==> src/rtl/genius_game_ctrl.sv <==
// genius_game_ctrl: Simon-style sequence builder, LED playback and remote-press checker
module genius_game_ctrl #(
  parameter int MAX_LEN        = 16,
  parameter int SHOW_CYCLES    = 25_000_000,
  parameter int GAP_CYCLES     = 12_500_000,
  parameter int TIMEOUT_CYCLES = 250_000_000
) (
  input  logic       clk_pll,
  input  logic       reset,
  input  logic [1:0] cor,
  input  logic [2:0] botao,
  input  logic       ready,
  output logic [3:0] led,
  output logic [4:0] level,
  output logic       busy,
  output logic       game_over,
  output logic       win
);
  localparam int IW = MAX_LEN > 1 ? $clog2(MAX_LEN) : 1;
  typedef enum logic [2:0] {IDLE, ADD, SHOW_ON, SHOW_OFF, WAIT_IN, WON, LOST} state_t;
  state_t state, state_n;
  logic [1:0] mem [MAX_LEN];
  logic [4:0] idx, idx_n, level_n;
  logic [27:0] timer;
  logic rdy_q, evt, is_start, is_col, last, tmr_clr;
  logic [1:0] col, cur;
  assign evt = ready & ~rdy_q;
  assign is_start = botao == 3'b100;
  assign is_col = botao == 3'b011 || botao == 3'b110 || botao == 3'b010 || botao == 3'b001;
  assign col = botao == 3'b011 ? 2'd0 : botao == 3'b110 ? 2'd1 : botao == 3'b010 ? 2'd2 : 2'd3;
  assign cur = mem[idx[IW-1:0]];
  assign last = idx == level - 5'd1;
  always_comb begin
    state_n = state;
    idx_n = idx;
    level_n = level;
    tmr_clr = 1'b0;
    case (state)
      IDLE, WON, LOST: if (evt && is_start) begin
        level_n = '0;
        state_n = ADD;
      end
      ADD: begin
        level_n = level + 5'd1;
        idx_n = '0;
        state_n = SHOW_ON;
      end
      SHOW_ON: if (timer == 28'(SHOW_CYCLES - 1)) state_n = SHOW_OFF;
      SHOW_OFF: if (timer == 28'(GAP_CYCLES - 1)) begin
        idx_n = last ? 5'd0 : idx + 5'd1;
        state_n = last ? WAIT_IN : SHOW_ON;
      end
      WAIT_IN: if (evt && is_col) begin
        if (col != cur) state_n = LOST;
        else if (last) state_n = level == 5'(MAX_LEN) ? WON : ADD;
        else begin
          idx_n = idx + 5'd1;
          tmr_clr = 1'b1;
        end
      end else if (timer == 28'(TIMEOUT_CYCLES - 1)) state_n = LOST;
      default: state_n = IDLE;
    endcase
  end
  always_ff @(posedge clk_pll or negedge reset)
    if (!reset) begin
      state <= IDLE;
      idx <= '0;
      level <= '0;
      timer <= '0;
      rdy_q <= 1'b0;
    end else begin
      state <= state_n;
      idx <= idx_n;
      level <= level_n;
      timer <= (state_n != state || tmr_clr) ? 28'd0 : timer + 28'd1;
      rdy_q <= ready;
    end
  // Sequence storage survives reset; only entries below level are ever read.
  always_ff @(posedge clk_pll)
    if (state == ADD) mem[level[IW-1:0]] <= cor;
  assign led = state == SHOW_ON ? 4'b0001 << cur : state == WON ? 4'b1010 : state == LOST ? 4'b1111 : 4'b0000;
  assign busy = state == ADD || state == SHOW_ON || state == SHOW_OFF;
  assign game_over = state == LOST;
  assign win = state == WON;
endmodule

==> config.mk <==
export PLATFORM = sky130hd
export DESIGN_NAME = genius_game_ctrl
export DESIGN_NICKNAME = d
export VERILOG_FILES = /design/src/rtl/genius_game_ctrl.sv
export SDC_FILE = /design/constraint.sdc
export NUM_CORES = 1
export LEC_CHECK = 0
export ABC_CLOCK_PERIOD_IN_PS = 6700
export CORE_ASPECT_RATIO = 2
export CORE_UTILIZATION = 60
export CTS_CLUSTER_SIZE = 12
export DETAILED_ROUTE_END_ITERATION = 12
export GPL_ROUTABILITY_DRIVEN = 0
export GPL_TIMING_DRIVEN = 0
export PLACE_DENSITY = 0.84
export SYNTH_ARGS = -nofsm -noshare
export SYNTH_HDL_FRONTEND = slang
export SYNTH_SLANG_ARGS = --single-unit
==> constraint.sdc <==
create_clock -name clk_pll -period 6.7 [get_ports clk_pll]
set_clock_uncertainty 0.1 [all_clocks]
set_input_delay 2.01 -clock clk_pll [delete_from_list [all_inputs] [get_ports clk_pll]]
set_output_delay 2.01 -clock clk_pll [all_outputs]
set_load 0.01 [all_outputs]
## Yosys cells after proc, flatten, opt, wreduce, memory -nomap -nowiden

Memories as Yosys holds them, arrays and structs flattened.
Cells that the tools add are included.

- $add $sub $neg: 4
- Equality and inequality tests: 23
- Bitwise logic cells: 2
- Mux-type cells: 31
- Reduce and logical (&&, ||, !) cells: 14
- Shift operators: 1

Operators by type and width:

| operator | count |
|---|---|
| $mux W5 | 6 |
| $add A28 B1 Y28 const B | 1 |
| $eq A28 B24 Y1 const B | 1 |
| $eq A28 B25 Y1 const B | 1 |
| $eq A28 B28 Y1 const B | 1 |
| $mux W28 | 1 |
| $mux W3 | 9 |
| $eq A3 B3 Y1 const B | 5 |
| $pmux W3 S5 | 1 |
| $pmux W5 S3 | 1 |
| $eq A3 B2 Y1 const B | 4 |
| $mux W4 | 3 |
| $add A5 B1 Y5 const B | 2 |
| $ne A2 B2 Y1 const B | 5 |
| $pmux W5 S2 | 1 |
| $mux W1 | 7 |
| $eq A3 B1 Y1 const B | 2 |
| $logic_or A1 B1 Y1 | 6 |
| $eq A5 B5 Y1 | 1 |
| $eq A5 B5 Y1 const B | 1 |
| $reduce_and A5 Y1 | 1 |
| $sub A5 B1 Y5 const B | 1 |
| $mux W2 | 2 |
| $shl A1 B2 Y4 const A | 1 |
| other kinds (10) | 11 |

- Word-level logic and storage cells: 81
- Memory bits (writable): 32
- Output and inout port bits: 12
- Memories: 1
- Input port bits: 8
- Flip-flop bits (word level): 42

Memories:

| memory | depth | width | rd ports | clocked after Yosys merged registers in | write ports | line | RTL |
|---|---|---|---|---|---|---|---|
| mem | 16 | 2 | 1 | 0 | 1 | 22 | `logic [1:0] mem [MAX_LEN];` |

## Depth between registers and ports, before layout

- Word-level depth: 11
- Gate-level depth with buffers: 11
- Depth with buffers taken out: 10

## Worst setup path before layout

OpenSTA, ideal clock, no wires.

- Path type: reg2out
- Start point: register idx[1]
- End point: output led[1]
- Arrival time: 1.708 ns
- Data required time: 4.590 ns
- Path slack: 2.882 ns
- Cell stages (with the launch flop): 8
- Path buffers: 1
- Cell sequence: dfrtp_1 buf_6 mux4_1 mux2i_4 nand2_1 o21ai_1 a21oi_1 o21ai_1

- Word-level cells in the longest chain between the ends: 3

RTL lines:

| element | line | RTL |
|---|---|---|
| start, declared | 23 | `logic [4:0] idx, idx_n, level_n;` |
| start signal, assigned | 73 | `idx <= idx_n;` |
| $mem_v2 Z16 W2 | -- |  |
| $shl A1 B2 Y4 | 81 | `assign led = state == SHOW_ON ? 4'b0001 << cur : state == WON ? 4'b1010 : state == LOST ? 4'b1111 : 4'b0000;` |
| $mux W4 | 81 |  |
| end, declared | 13 | `output logic [3:0] led,` |

Every way passes these cells.

## Final worst setup path

Same ends and word-level chain as after synthesis.

==> impl_results.md <==
- Critical path cell sequence: buf_6 > mux4_1 > mux2i_4 > nand2_1 > o21ai_1 > a21oi_1 > o21ai_1 > clkdlybuf4s50_1
- Largest fanout on the critical path: 8
- Number of design rule violations left after detail routing: 0
- Required time at the endpoint of the critical path: 4.59 ns
- Post-synth EDFFs: 32
- Distinct cell type count after synthesis: 61
- Cell Count, Final, Fillers Out: 504
- Post-synth top area cell: sky130_fd_sc_hd__dfrtp_1
- Setup_tns: 0 ns
- Multi-input logic area: 1890 µm²
- Count of boundary I/O pins: 20
- Number of buffers created by CTS: 9
- Wire length of the first global-routing pass: 14.4 mm
- Startpoint-to-endpoint class of the critical path: flop to output pin
- Core area: 6570 µm²
- Standard-cell row count: 42
- Data arrival time of the critical path: 2.79 ns
- Overall Global Routing Usage: 28.4%
- Dominant synthesized flop cell: sky130_fd_sc_hd__dfrtp_1
- Max IR drop VDD: 0.241 mV
- Number of nets with antenna violations after routing: 0
- Area delta synth->final: 15.1%
- Kind of start point of the critical path: flop
- Sum of routed wire length over all layers: 8.88 mm
- Total of endpoints with negative setup slack in the final report: 0
- Area enclosed by the die boundary: 7080 µm²
- Synth Warn #: 0
- Die span in y: 118 µm
- Leading cell type in the layout, fill and taps excluded: sky130_fd_sc_hd__nor2_1
- Post-Synthesis Mean Instance Area: 10.6 µm²
- WL per Instance: 17.6 µm
- Setup repair after global routing missed its margin: false
- Synth Cell Area: 4040 µm²
- Number of antenna violations at the first check in global routing: 0
- Hold buffer count at CTS: 0
- Depth of the CTS H-tree: 3
- Synthesis-stage register bit count: 74
- CP Capture Type: output pin
- Post-Place Cells: 489
- Share of post-route cells with drive strength above 1: 11.1%
- Master cell of the clock root buffer: sky130_fd_sc_hd__clkbuf_16
- Max Transition Viols Final: 0
- Clock net sink count: 74
- Critical path's largest stage delay: 0.62 ns
- Worst-path cell with the longest stage delay: sky130_fd_sc_hd__mux4_1
- Fin nets: 426
- Post-detailed-placement half-perimeter wirelength: 6.45 mm
- Final period util: 73.2%
- Async set-reset flop share out of synthesis: 56.8%
- Most common cell on crit path: sky130_fd_sc_hd__o21ai_1
- Period minus WS final: 4.90 ns
- Highest metal layer used by the detailed router: met4
- Width of the die: 60.0 µm
- DR vias/cell: 5.92
- Leading post-synthesis cells by cell area: sky130_fd_sc_hd__dfrtp_1, sky130_fd_sc_hd__edfxtp_1, sky130_fd_sc_hd__nor2_1
- Slew HR: 64.6%
- Power, Total: 1.73 mW
- Path type of the worst min-delay path: flop to flop
- Vias after detailed routing: 2986
- Met2 wire length: 4.88 mm
- Number of global-route vias before repair: 2940
- TritonCTS clock tree: yes
- Cell area after layout: 4650 µm²
- Post-Syn Instances: 381
- Maximum root-to-sink buffer count: 2
- GR Overflow Total: 0
- Pre-Repair DR Iteration Count: 5
- Standard cell area after detailed placement: 4350 µm²
- Insertion delay of the later-clocked pin in the worst-skew pair: 0.34 ns
- Worst Max-Slew Pin Slew: 0.530 ns
- MaxCap Viol Count: 0
- Post-synthesis sequential area ratio: 49.8%
- WL met1: 3.14 mm
- Net count after synthesis: 395
- DRC violation total after the first TritonRoute iteration: 162
- Number of setup buffers added after CTS: 0
- Initial standard-cell utilization of the core: 61.4%
- Number of instances resized during post-cts repair: 0
- Total power density per cell area: 372 nW/µm²
- Count of filler cells inserted in the layout: 476
- Leak Pwr: 1.82 nW
- Max Freq: 204 MHz
- Number of port buffers: 19
- Most frequent cells in the layout: sky130_fd_sc_hd__nor2_1, sky130_fd_sc_hd__dfrtp_1, sky130_fd_sc_hd__nand2_1, sky130_fd_sc_hd__edfxtp_1, sky130_fd_sc_hd__xor2_1
- Area of all sequential standard cells: 2010 µm²
- Antenna fix cells: 0
- Status: finished clean
- Clock edge transition at the registers on the reported setup and hold paths: 0.06 ns
- Pin count of the biggest net entering global routing: 37
- Synth top area share: 26.0%
- Fin. Hold Viols: 0
- Met3 wirelength from detailed routing: 402 µm
[metal layers]
layer / vias to the layer above / GRT usage (%)
met5: - / 0
met4: 0 / 17.2
met3: 30 / 7.91
met2: 89 / 47.0
met1: 1456 / 30.6
li1: 1411 / -
[Yosys cell counts (all sizes together) (2+ instances only)]
cell / number
o21ai: 10
buf: 7
and2: 6
and3: 3
o31ai: 2
dfrtp: 42
and4b: 2
nand4b: 2
a31oi: 2
nand3: 17
mux2i: 4
and4: 4
nand2b: 4
xnor2: 17
o211ai: 3
nor2b: 8
o21a: 2
a21oi: 10
nor3: 13
clkbuf: 8
nor4: 3
edfxtp: 32
nand2: 35
nor2: 65
nand4: 9
xor2: 19
inv: 13
mux2: 6
mux4: 8
ha: 6
[logic make-up after synthesis]
| group | count (synthesis) | share of synthesized area (%) |
|---|---|---|
| AND/OR/NAND/NOR | 179 | 21.5 |
| flip-flops | 74 | 49.8 |
| AO/OA/AOI/OAI | 40 | 7.44 |
| XOR/XNOR | 36 | 7.81 |
| buffers and inverters | 28 | 3.29 |
| multiplexers | 18 | 8.21 |
| adder cells (fa/ha/maj) | 6 | 1.86 |
[through the flow]
stage	worst slack (ns)	hold WS, ns	util (%)
floorplan	2.88	0.355	-
finish	1.80	0.387	70.7
detailed placement	2.12	0.387	66.2
global route	1.61	0.413	70.7
global placement	2.21	0.377	66.0
CTS	1.83	0.391	70.7
[sequential cells by signal (all words and copies together), names as in the netlist]
register,flops
rdy_q,1
idx,5
state,3
level,5
timer,28
mem,32
[critical path: cells and delay by family, from the launching register on]
family          cells  cell delay [ns]
compound gates      3             0.33
buf+inv             2             0.71
flops               1             0.37
mux                 2             0.93
simple gates        1             0.12
[final cells by class]
type	count	area share, %
Clock buffer	9	4.85
Buffer	15	1.80
Tap cell	88	2.37
Timing Repair Buffer	20	4.42
Inverter	13	1.05
Sequential cell	74	43.3
Multi-Input combinational cell	279	40.7
Clock inverter	6	1.48
[power breakdown]
part	total (mW)	internal [mW]	switching, mW
registers	0.594	0.525	0.0695
clock network	0.471	0.287	0.184
logic	0.662	0.306	0.356
total	1.73	1.12	0.609
[worst paths after layout]
kind,start,end,slack [ns],depth (start not counted)
setup / recovery,idx[1],led[1],1.80,8
hold / removal,timer[0],timer[0],0.39,1
setup reg to reg,idx[1],idx[3],3.61,9
hold reg to reg,timer[0],timer[0],0.39,1
max in group asynchronous,reset,timer[22],4.66,2
min in group asynchronous,reset,timer[13],1.40,1
No activity file was read; power rests on OpenSTA's default activity.
